**src/rtl/base_endian_swap_pipe.sv**
```systemverilog
// base_endian_swap_pipe: per-beat byte-order swap with an output register and skid register.
module base_endian_swap_pipe #(
  parameter int bytes = 8
) (
  input  logic               clk,
  input  logic               reset,
  input  logic               i_v,
  output logic               i_r,
  input  logic [8*bytes-1:0] i_d,
  input  logic [bytes-1:0]   i_be,
  input  logic [1:0]         i_mode,
  output logic               o_v,
  input  logic               o_r,
  output logic [8*bytes-1:0] o_d,
  output logic [bytes-1:0]   o_be
);
  localparam int W = 8 * bytes;
  typedef enum logic [1:0] {EMPTY, ONE, FULL} st_e;
  st_e st_q, st_d;
  logic [W-1:0] p1, p2, p3, sw_dat, dat_q, dat_d, sdat_q;
  logic [bytes-1:0] b1, b2, b3, sw_be, be_q, be_d, sbe_q;
  logic ir_q, in_x, out_x, or_ld, sr_ld, sr_mv;
  // Byte 0 is the most significant byte of the bus, so byte k sits at bits 8*(bytes-1-k)
  for (genvar k = 0; k < bytes; k++) begin : g_perm
    localparam int S1 = bytes - 1 - k;
    localparam int S2 = 4 * (k / 4) + 3 - k % 4;
    localparam int S3 = 2 * (k / 2) + 1 - k % 2;
    assign p1[8*(bytes-1-k) +: 8] = i_d[8*(bytes-1-S1) +: 8];
    assign p2[8*(bytes-1-k) +: 8] = i_d[8*(bytes-1-S2) +: 8];
    assign p3[8*(bytes-1-k) +: 8] = i_d[8*(bytes-1-S3) +: 8];
    assign b1[bytes-1-k] = i_be[bytes-1-S1];
    assign b2[bytes-1-k] = i_be[bytes-1-S2];
    assign b3[bytes-1-k] = i_be[bytes-1-S3];
  end
  assign sw_dat = i_mode == 2'd0 ? i_d  : i_mode == 2'd1 ? p1 : i_mode == 2'd2 ? p2 : p3;
  assign sw_be  = i_mode == 2'd0 ? i_be : i_mode == 2'd1 ? b1 : i_mode == 2'd2 ? b2 : b3;
  assign o_v   = st_q != EMPTY;
  assign i_r   = ir_q;
  assign o_d   = dat_q;
  assign o_be  = be_q;
  assign in_x  = i_v & ir_q;
  assign out_x = o_v & o_r;
  assign or_ld = in_x & (st_q == EMPTY | out_x);
  assign sr_ld = in_x & st_q == ONE & !out_x;
  assign sr_mv = st_q == FULL & out_x;
  always_comb begin
    st_d = st_q;
    case (st_q)
      EMPTY:   st_d = in_x ? ONE : EMPTY;
      ONE:     st_d = (in_x & !out_x) ? FULL : (!in_x & out_x) ? EMPTY : ONE;
      FULL:    st_d = out_x ? ONE : FULL;
      default: st_d = EMPTY;
    endcase
    dat_d = sr_mv ? sdat_q : or_ld ? sw_dat : dat_q;
    be_d  = sr_mv ? sbe_q  : or_ld ? sw_be  : be_q;
  end
  always_ff @(posedge clk) begin
    if (reset) begin
      st_q  <= EMPTY;
      ir_q  <= 1'b0;
      dat_q <= '0;
      be_q  <= '0;
    end else begin
      st_q  <= st_d;
      ir_q  <= st_d != FULL;
      dat_q <= dat_d;
      be_q  <= be_d;
    end
  end
  always_ff @(posedge clk) begin
    if (sr_ld) begin
      sdat_q <= sw_dat;
      sbe_q  <= sw_be;
    end
  end
endmodule
```
**config.mk**
```make
export PLATFORM = sky130hd
export DESIGN_NAME = base_endian_swap_pipe
export DESIGN_NICKNAME = d
export VERILOG_FILES = /design/src/rtl/base_endian_swap_pipe.sv
export SDC_FILE = /design/constraint.sdc
export NUM_CORES = 1
export LEC_CHECK = 0
export CELL_PAD_IN_SITES_DETAIL_PLACEMENT = 1
export CELL_PAD_IN_SITES_GLOBAL_PLACEMENT = 1
export CORE_MARGIN = 1.5
export CORE_UTILIZATION = 39
export DETAILED_ROUTE_END_ITERATION = 6
export PLACE_DENSITY_LB_ADDON = 0.1
export SLEW_MARGIN = 10
export SYNTH_ARGS = -nofsm -noshare
export SYNTH_HDL_FRONTEND = slang
export SYNTH_SLANG_ARGS = --single-unit
```
**constraint.sdc**
```tcl
create_clock -name clk -period 3.9 [get_ports clk]
set_input_delay 0.39 -clock clk [delete_from_list [all_inputs] [get_ports clk]]
set_output_delay 0.39 -clock clk [all_outputs]
set_load 0.02 [all_outputs]
```
# == Yosys cells after proc, flatten, opt, wreduce, memory -nomap -nowiden ==
# Cells that the tools add are included.
# totals
register_bits,147
latchBits,0
ramBits,0
mem_bits_ro,0
out_inout_bits,74
word_cells,41
mem_count,0
# classes
add_sub_neg,0
multipliers,0
div,0
order_cmp,0
n_eq_ne,5
shifts,0
n_mux,15
bitwise,9
reduce_logical,6
# ops
cell,n
two-way mux 64 bit,5
two-way mux 8 bit,5
AND 1 bit,8
case mux 2 bit (3 select lines),1
"equality test 2 x 1 -> 1 bit, second input constant",2
"equality test 2 bit, second input constant",2
zero test 2 bit,2
two-way mux 2 bit,2
nonzero test 2 bit,2
zero test 1 bit,2
two-way mux 1 bit,2
"!= test 2 bit, second input constant",1
bitwise OR 1 bit,1

# == Longest topological paths before layout ==
# depth
word_depth,7
depth_mapped,7
ltp_nobuf,6

# == Worst setup path after synthesis ==
# OpenSTA, ideal clock, no wires.
# synth_path
path_kind,register -> register
from,reg ir_q (netlist: i_r)
to,reg sbe_q[0] (enable)
arrival_time_ns,3.810
t_required_ns,3.397
path_slack_ns,-0.412
stages_incl_launch_ff,5
n_path_buf,1
period_less_slack_ns,4.312
path_cell_list,dfxtp_1 and2_1 clkbuf_1 nand2_1 nor2_1
# synth_via
elab_chain_len,3
# synth_rtl
item,line_no,text
from (decl),22,"logic ir_q, in_x, out_x, or_ld, sr_ld, sr_mv;"
from (signal assigned),60,ir_q <= 1'b0;
from (signal assigned),65,ir_q <= st_d != FULL;
AND 1 bit,41,assign in_x = i_v & ir_q;
AND 1 bit (2 in series),44,assign sr_ld = in_x & st_q == ONE & !out_x;
named net sr_ld,22,
to (signal assigned),73,sbe_q <= sw_be;
to (decl),21,"logic [bytes-1:0] b1, b2, b3, sw_be, be_q, be_d, sbe_q;"
# The timed path passes the listed nets, and every way through them passes these cells.
# A chain may end at the register's enable or synchronous reset.

# == Final worst setup path ==
# layout_path
from,reg st_q[0]
to,reg dat_q[41] (netlist: o_d[41])
# layout_via
elab_chain_len,5
elab_cells_between_ends,9
# layout_rtl
item,line_no,text
from (decl),19,"st_e st_q, st_d;"
from (signal assigned),64,st_q <= st_d;
nonzero test 2 bit,37,assign o_v = st_q != EMPTY;
AND 1 bit,42,assign out_x = o_v & o_r;
bitwise OR 1 bit,43,assign or_ld = in_x & (st_q == EMPTY | out_x);
AND 1 bit,43,
nonzero test 2 bit (no line),--,
to (signal assigned),66,dat_q <= dat_d;
to (decl),20,"logic [W-1:0] p1, p2, p3, sw_dat, dat_q, dat_d, sdat_q;"
# Several ways; a longest one is shown, not always the timed one.

==> flow_summary.ini <==
[sta]
final_hold_viol_count = 0
period_needed_ns = 2.18
fmax_mhz = 460
fin_skew_ns = 0.00878
drv_slew = 0
worst_pin_slew_ns = 1.05
rsz0062_at_grt = false
setup_viol = 0
period_share_pct = 55.8
fin_tns_setup_ns = 0
whs_ns = 0.482
slew_headroom_pct = 30.0

[placement]
dp_hpwl_mm = 12.4
io_buffers = 151
post_dp_cell_area_mm2 = 0.00877
place_congestion = 0.758

[pwr]
vdd_drop_max_uv = 309
p_leak_nw = 3.26
power_frac_clock_pct = 40.8
power.density_mw_per_mm2 = 448
p_seq_share_pct = 41.7
power_w = 0.00421
p_int_w = 0.00318
switchingPower_w = 0.00103
p_sw_share_pct = 24.5
p_comb_share_pct = 17.5

[logic_synthesis]
async_flop_share_pct = 0
synth_top_family_by_area = multiplexers
synthFlopType = dfxtp_1
synth_mux_area_share_pct = 34.0
synth-adder-area-share_pct = 0.174
synth_compound_area_share_pct = 9.27
synth-edff-count = 72
synth-simple-area-share_pct = 0.902
synth_warnings = 0
yosysUniqueCellTypes = 26
seq_area_frac_synth_pct = 50.8
synth-seq-cells = 147
synthCells = 424
synth_nets = 503
syn_area_per_cell_um2 = 17.0
synth_area_mm2 = 0.00721
synth_xor_area_share_pct = 0

[setup_path]
required_ns = 4.25
cpLargestDelayFamily = simple AND/OR/NAND/NOR gates
crit_fanout = 43
critPathCaptureType = register
arrival_ns = 2.53
crit_path_start_kind = register
critical_path_class = reg -> reg
max_stage_delay_ns = 0.70
path_cells = and2b_1, o21ai_1, and3_2, buf_12, a22o_1
critPathSlowestCell = and3_2
crit_buf_inv = 1

[clock_network]
postCtsSetupBuffers = 0
htreeDepth = 4
clock-sinks = 147
cts_buffer_depth = 2
cts.clk_slew.worst_paths_ns = 0.06
tritoncts = built
holdBufCountCts = 0
ctsResizeCount = 0
numCtsBuffers = 17
clk_latency_ns = 0.42
cts-root-buf = clkbuf_16

[drt]
wl_per_cell_um = 23.2
first_pass_iters = 4
num_vias = 4686
drt_iter0_markers = 292
drc = 0
final_antenna_net_count = 0
wirelength_mm = 18.6
via_per_inst = 5.84

[global_route]
grt_max_degree = 73
grt_pass1_vias = 4747
grt.total_usage_pct = 19.7
antenna_found_initial = 0
grt_pass1_wl_mm = 29.2
grt_overflow = 0

[layout]
final_common_cell = clkdlybuf4s50_1
final_cell_mix = 149 x clkdlybuf4s50_1, 75 x dfxtp_1, 72 x mux2_2, 72 x a22o_1, 72 x edfxtp_1
fillers = 1700
drive_above_1_share_pct = 31.7
fin_util_pct = 52.1
syn2layout_area_growth_pct = 30.2
n_antenna_cell = 0
final_area_mm2 = 0.00938
nets = 640

[die]
die_x_um = 139
num_rows = 49
num_io_pins = 152
start_util_pct = 40.0
die-area_mm2 = 0.0193
die_h_um = 139
core-area_mm2 = 0.0180

[outcome]
status = completed

[min_path]
hold_path_class = reg -> reg

[run]
cap_viol_max_count = 0
[cell families after synthesis]
kind of cell / count (synthesis)
simple gates: 13
compound gates: 77
fa+ha+maj: 1
flops: 147
buf+inv: 41
mux: 145
[registers in the layout, indices dropped and copies added (netlist names)]
register / count
sbe_q: 8
i_r: 1
o_d: 64
o_be: 8
sdat_q: 64
st_q: 2
[cells in the mapped netlist (3+ instances only)]
cell type	n	area, µm²
a22o_1	72	631
buf_12	6	120
buf_2	16	80.1
buf_6	10	113
clkbuf_1	7	26.3
dfxtp_1	75	1500
edfxtp_1	72	2160
mux2_2	72	811
mux4_1	3	78.8
mux4_2	69	1550
nand2_1	4	15.0
nor2_1	3	11.3
[through the flow]
stage / worst slack, ns / std cells
floorplan: 0.795 / 424
global placement: 1.37 / 771
detailed placement: 1.32 / 771
CTS: 1.70 / 803
global route: 1.56 / 803
finish: 1.72 / 803
[final cells by class]
| type | count | area [µm²] | share of cell area, % |
|---|---|---|---|
| Clock buffer | 19 | 433 | 4.61 |
| Multi-Input combinational cell | 236 | 3220 | 34.3 |
| Inverter | 2 | 7.51 | 0.0800 |
| Sequential cell | 147 | 3660 | 39.0 |
| Timing Repair Buffer | 157 | 1590 | 16.9 |
| Clock inverter | 13 | 184 | 1.96 |
| Tap cell | 229 | 287 | 3.05 |
[per-layer routing]
metal / share of wire (%) / global-route usage (%) / vias to the layer above
met1: 46 / 28.1 / 2459
met4: 0.97 / 5.92 / 0
met5: 0 / 0 / -
met3: 5.3 / 4.28 / 14
li1: - / - / 2053
met2: 48 / 30.4 / 160
[path summary, 6_finish.rpt]
path	endpoint	start	slack, ns	cells after the start
min reg2reg	o_d[39]$_SDFFE_PP0P_	o_d[39]$_SDFFE_PP0P_	0.48	1
max reg2reg	o_d[41]$_SDFFE_PP0P_	st_q[0]$_SDFF_PP0_	1.72	5
max	o_d[41]$_SDFFE_PP0P_	st_q[0]$_SDFF_PP0_	1.72	5
min	o_d[39]$_SDFFE_PP0P_	o_d[39]$_SDFFE_PP0P_	0.48	1
[power groups by stage]
stage,registers (W),logic [W],clock network (W)
after floorplan,0.00185,0.000357,0
after global placement,0.00179,0.000724,0
after detailed placement,0.00179,0.000733,0
after CTS,0.00176,0.000740,0.00176
after global routing,0.00176,0.000780,0.00183
final,0.00175,0.000734,0.00172
Power figures use the tool's default switching activity.
